### src/rtl/maxfind_stream_arbiter.sv
// Packet-granular round-robin arbiter that lets NUM_SRC AXI-Stream sources
// share a single max-finder datapath. A source keeps the grant from its first
// beat through the beat carrying TLAST; the arbiter itself stores no data.
module maxfind_stream_arbiter #(
  parameter int STREAM_WIDTH = 32,
  parameter int NUM_SRC      = 4,
  parameter int SEL_W        = $clog2(NUM_SRC)
) (
  input  logic                            ACLK,
  input  logic                            ARESET_n,
  input  logic [NUM_SRC*STREAM_WIDTH-1:0] S_TDATA,
  input  logic [NUM_SRC-1:0]              S_TVALID,
  input  logic [NUM_SRC-1:0]              S_TLAST,
  output logic [NUM_SRC-1:0]              S_TREADY,
  output logic [STREAM_WIDTH-1:0]         M_TDATA,
  output logic                            M_TVALID,
  output logic                            M_TLAST,
  input  logic                            M_TREADY,
  output logic [SEL_W-1:0]                GRANT_ID,
  output logic                            BUSY,
  output logic                            PKT_DONE
);

  typedef enum logic {
    ST_IDLE,
    ST_BUSY
  } state_t;

  state_t             state_q;
  logic [SEL_W-1:0]   grant_q;
  logic [SEL_W-1:0]   last_grant_q;
  logic               pkt_done_q;

  logic [SEL_W-1:0]   sel_d;
  logic               arb_found;
  logic [SEL_W-1:0]   cand_idx;
  int                 cand_pos;
  logic               xfer_last;

  // Round-robin pick: first requester found walking upward from the source
  // after the one that finished most recently, wrapping at NUM_SRC.
  always_comb begin
    sel_d     = '0;
    arb_found = 1'b0;
    cand_pos  = 0;
    cand_idx  = '0;
    for (int k = 1; k <= NUM_SRC; k++) begin
      cand_pos = (int'(last_grant_q) + k) % NUM_SRC;
      cand_idx = SEL_W'(cand_pos);
      if (!arb_found && S_TVALID[cand_idx]) begin
        sel_d     = cand_idx;
        arb_found = 1'b1;
      end
    end
  end

  // Pass-through of the granted source only; everything is quiet while idle.
  always_comb begin
    M_TDATA  = '0;
    M_TLAST  = 1'b0;
    M_TVALID = 1'b0;
    S_TREADY = '0;
    if (state_q == ST_BUSY) begin
      for (int i = 0; i < NUM_SRC; i++) begin
        if (grant_q == SEL_W'(i)) begin
          M_TDATA     = S_TDATA[i*STREAM_WIDTH +: STREAM_WIDTH];
          M_TLAST     = S_TLAST[i];
          M_TVALID    = S_TVALID[i];
          S_TREADY[i] = M_TREADY;
        end
      end
    end
  end

  assign xfer_last = (state_q == ST_BUSY) && M_TVALID && M_TREADY && M_TLAST;

  // Grant FSM: latch a winner in IDLE, release it after the TLAST handshake.
  always_ff @(posedge ACLK or negedge ARESET_n) begin
    if (!ARESET_n) begin
      state_q      <= ST_IDLE;
      grant_q      <= '0;
      last_grant_q <= SEL_W'(NUM_SRC - 1);
      pkt_done_q   <= 1'b0;
    end else begin
      pkt_done_q <= 1'b0;
      case (state_q)
        ST_IDLE: begin
          if (arb_found) begin
            grant_q <= sel_d;
            state_q <= ST_BUSY;
          end
        end
        ST_BUSY: begin
          if (xfer_last) begin
            last_grant_q <= grant_q;
            state_q      <= ST_IDLE;
            pkt_done_q   <= 1'b1;
          end
        end
        default: state_q <= ST_IDLE;
      endcase
    end
  end

  assign GRANT_ID = grant_q;
  assign BUSY     = (state_q == ST_BUSY);
  assign PKT_DONE = pkt_done_q;

endmodule

### config.mk
export PLATFORM = sky130hd
export DESIGN_NAME = maxfind_stream_arbiter
export DESIGN_NICKNAME = d
export VERILOG_FILES = /design/src/rtl/maxfind_stream_arbiter.sv
export SDC_FILE = /design/constraint.sdc
export NUM_CORES = 1
export LEC_CHECK = 0
export ABC_AREA = 1
export CAP_MARGIN = 5
export CORE_MARGIN = 2
export CORE_UTILIZATION = 28
export CTS_BUF_LIST = sky130_fd_sc_hd__clkbuf_2 sky130_fd_sc_hd__clkbuf_4 sky130_fd_sc_hd__clkbuf_8
export DETAILED_ROUTE_END_ITERATION = 12
export PLACE_DENSITY = 0.89
export SKIP_CTS_REPAIR_TIMING = 1
export SLEW_MARGIN = 10
export SYNTH_ARGS = -nofsm -noshare
export SYNTH_HDL_FRONTEND = slang
export SYNTH_SLANG_ARGS = --single-unit
### constraint.sdc
create_clock -name ACLK -period 1.6 [get_ports ACLK]
set_input_delay 0.32 -clock ACLK [delete_from_list [all_inputs] [get_ports ACLK]]
set_output_delay 0.32 -clock ACLK [all_outputs]
set_load 0.1 [all_outputs]
==> impl_results.md <==
* Crit-path max FO at 7
* F_max at approximately 450 MHz
* Layout Skew at 0.0114 ns
* Clock Pin Slew Worst Setup and Hold Paths at roughly 0.050 ns
* 1st-pass router iterations at 5
* Relative slew slack at 0.728
* Dominant cells by area after synthesis: nand2_1, nor2_1, o211ai_1
* Adder-Cell Fraction of Synth Area at 0
* ANT cells at 0
* IO Pins at 181
* DP Worst Slack at -0.260 ns
* FF-to-FF End: BUSY
* CTS sink count at 6
* Reg2reg path depth at 9
* Startpoint class of the critical path: flop
* Worst Path Required at 1.28 ns
* Levels on crit path at 6
* Share of cells above drive strength 1 at 0.370
* CTS Buffer Depth at 2
* Ys flop type: dfrtp_1
* Hold Vio Cnt, Final at 0
* Final core utilization at 0.918
* Syn. warnings at 0
* Commonest non-fill, non-tap cell in the layout: clkdlybuf4s50_1
* Chip Width at a little under 80 um
* Largest delay contributor family on the critical path: buffers and inverters
* Yosys top cell by area: nand2_1
* Post-Syn Instances at 302
* EDFF count, synth at 0
* Worst Setup End Kind: output port
* Seq/Total Area, Yosys at 0.0996
* Failing checks: negative setup slack
* Most frequent cells in the layout: clkdlybuf4s50_1, nand2_1, buf_12, nor2_1, nand3_1
* Mapped Area at 1530 um^2
* DR vias/cell at 5.94
* Avg Inst Size Synth at 5.08 um^2
* FF-to-FF Start: GRANT_ID[1]
* Seq cells post-synth at 6
* Status: finished, violations left
* Num CTS Buffers at 3
* Routed len/inst at 23.2 um
* Core Area at around 5200 um^2
* Synth cell types at 26
* First-pass GRT wire length at 15.2 mm
* Vias in the first global route at 2,997
* Initial antenna violation count at 0
* MaxCap Viol Count at 0
* Crit-path max cell delay at 0.55 ns
* Die Area at 6080 um^2
* Clock root cell: clkbuf_8
* Total congestion overflow at 0
* Post-Synth XOR/XNOR Area at 0
* Port Buffers at 180
* Fraction of registers with async set/reset at 1.00
* CP bufs+invs at 3
* Final Wtd Congestion at 0.986
* Starting density of the core at 0.294
* Syn_nets at 441
* Simple-gate area share of the yosys netlist at 0.451
* Worst min path class: in -> async
* Pin count of the biggest net entering global routing at 27
* Final Critical Period at 2.23 ns
* Period utilization at 1.39
* Crit path cell chain: buf_4 > o21ai_0 > nand3_1 > o211ai_1 > clkinvlp_4 > buf_12
* # setup viols final at 45
* Row count at 26
* Synth top area share at 0.235
* Largest family of logic cells by synthesized area: simple AND/OR/NAND/NOR gates
* H-tree levels at 1
* Worst Path Arrival at roughly 1.9 ns
* GRT Resource Usage Total at 0.314
* Total number of vias at 3,386
* P&R area growth vs syn at 212%
* Clk_lat worst skew at 0.24 ns
* Initial DRC Count at 377
* Post-route ant nets at 0
* Measured slew at the worst slew-check pin at 0.404 ns
* CP max-delay cell: dfrtp_4
* Final Max Tran Viols at 0
* Fin nets at between 600 and 700
* Kind of critical path: reg -> out
* Die H at 78.0 um
* Post-synthesis compound-gate area fraction at 0.303
* Register-to-Register Setup Slack at -0.36 ns
* Residual DRC at 0
* Setup WS post-layout at -0.628 ns
* WL final at 13.2 mm
* RSZ-0062 raised after global routing: true
* Multiplexer area fraction after synthesis at 0
* Post-DP HPWL at 7.98 mm
* Filler instances at 179
* CTS tree: done
[per-layer routing]
| metal | global-route usage | wire [um] |
|---|---|---|
| met3 | 0.0640 | 1340 |
| met4 | 0.132 | 1060 |
| met5 | 0 | 0 |
| met1 | 0.341 | 4290 |
| met2 | 0.585 | 6550 |
[cell families (layout without fill, tap and decap cells)]
family | count (synthesis) | count (layout)
DFF | 6 | 6
and+or+nand+nor | 169 | 169
buffers and inverters | 54 | 252
AOI/OAI and AO/OA | 73 | 73
[worst max path at each step]
stage	from	to	slack, ns
after global routing	GRANT_ID[0]	M_TDATA[29]	-0.67
after detailed placement	S_TDATA[74]	M_TDATA[10]	-0.26
after CTS	GRANT_ID[0]	M_TDATA[26]	-0.51
final	GRANT_ID[0]	M_TDATA[11]	-0.63
after global placement	GRANT_ID[1]	M_TDATA[17]	-0.22
after floorplan	GRANT_ID[0]	M_TDATA[18]	-0.52
[stage by stage]
stage | hold WS (ns) | cell area, um^2 | instances | setup TNS, ns
finish | 0.360 | 4780 | 570 | -19.18
global route | 0.381 | 4780 | 570 | -20.44
CTS | 0.351 | 4420 | 561 | -17.00
detailed placement | 0.539 | 4370 | 557 | -8.07
global placement | 0.534 | 4370 | 557 | -6.28
floorplan | 0.0244 | 1990 | 302 | -17.27
[flip-flops by register name, summed over array words and instances, names as in the netlist]
signal and cells:
GRANT_ID 2, last_grant_q 2, BUSY 1, PKT_DONE 1
[cell type report]
| cell class | instances | area, um^2 | share of cell area |
|---|---|---|---|
| clock buffer | 4 | 48.8 | 0.0102 |
| timing repair buffer | 211 | 2560 | 0.536 |
| sequential | 6 | 164 | 0.0343 |
| timing repair inverter | 1 | 17.5 | 0.00366 |
| inverter | 36 | 250 | 0.0524 |
| multi-input combinational | 242 | 1650 | 0.345 |
| tap | 70 | 87.6 | 0.0183 |
[synthesized netlist by cell type (all sizes together), types with 4 or more instances]
| cell type | number |
|---|---|
| clkbuf | 6 |
| o21ai | 25 |
| nor2 | 43 |
| nand3 | 26 |
| a21oi | 14 |
| buf | 12 |
| o211ai | 17 |
| dfrtp | 4 |
| inv | 34 |
| nand2 | 97 |
| o221ai | 13 |
Power is left out: the tool's default activity adds up to more than one toggle a clock period on the data nets, which glitch-free logic cannot reach.
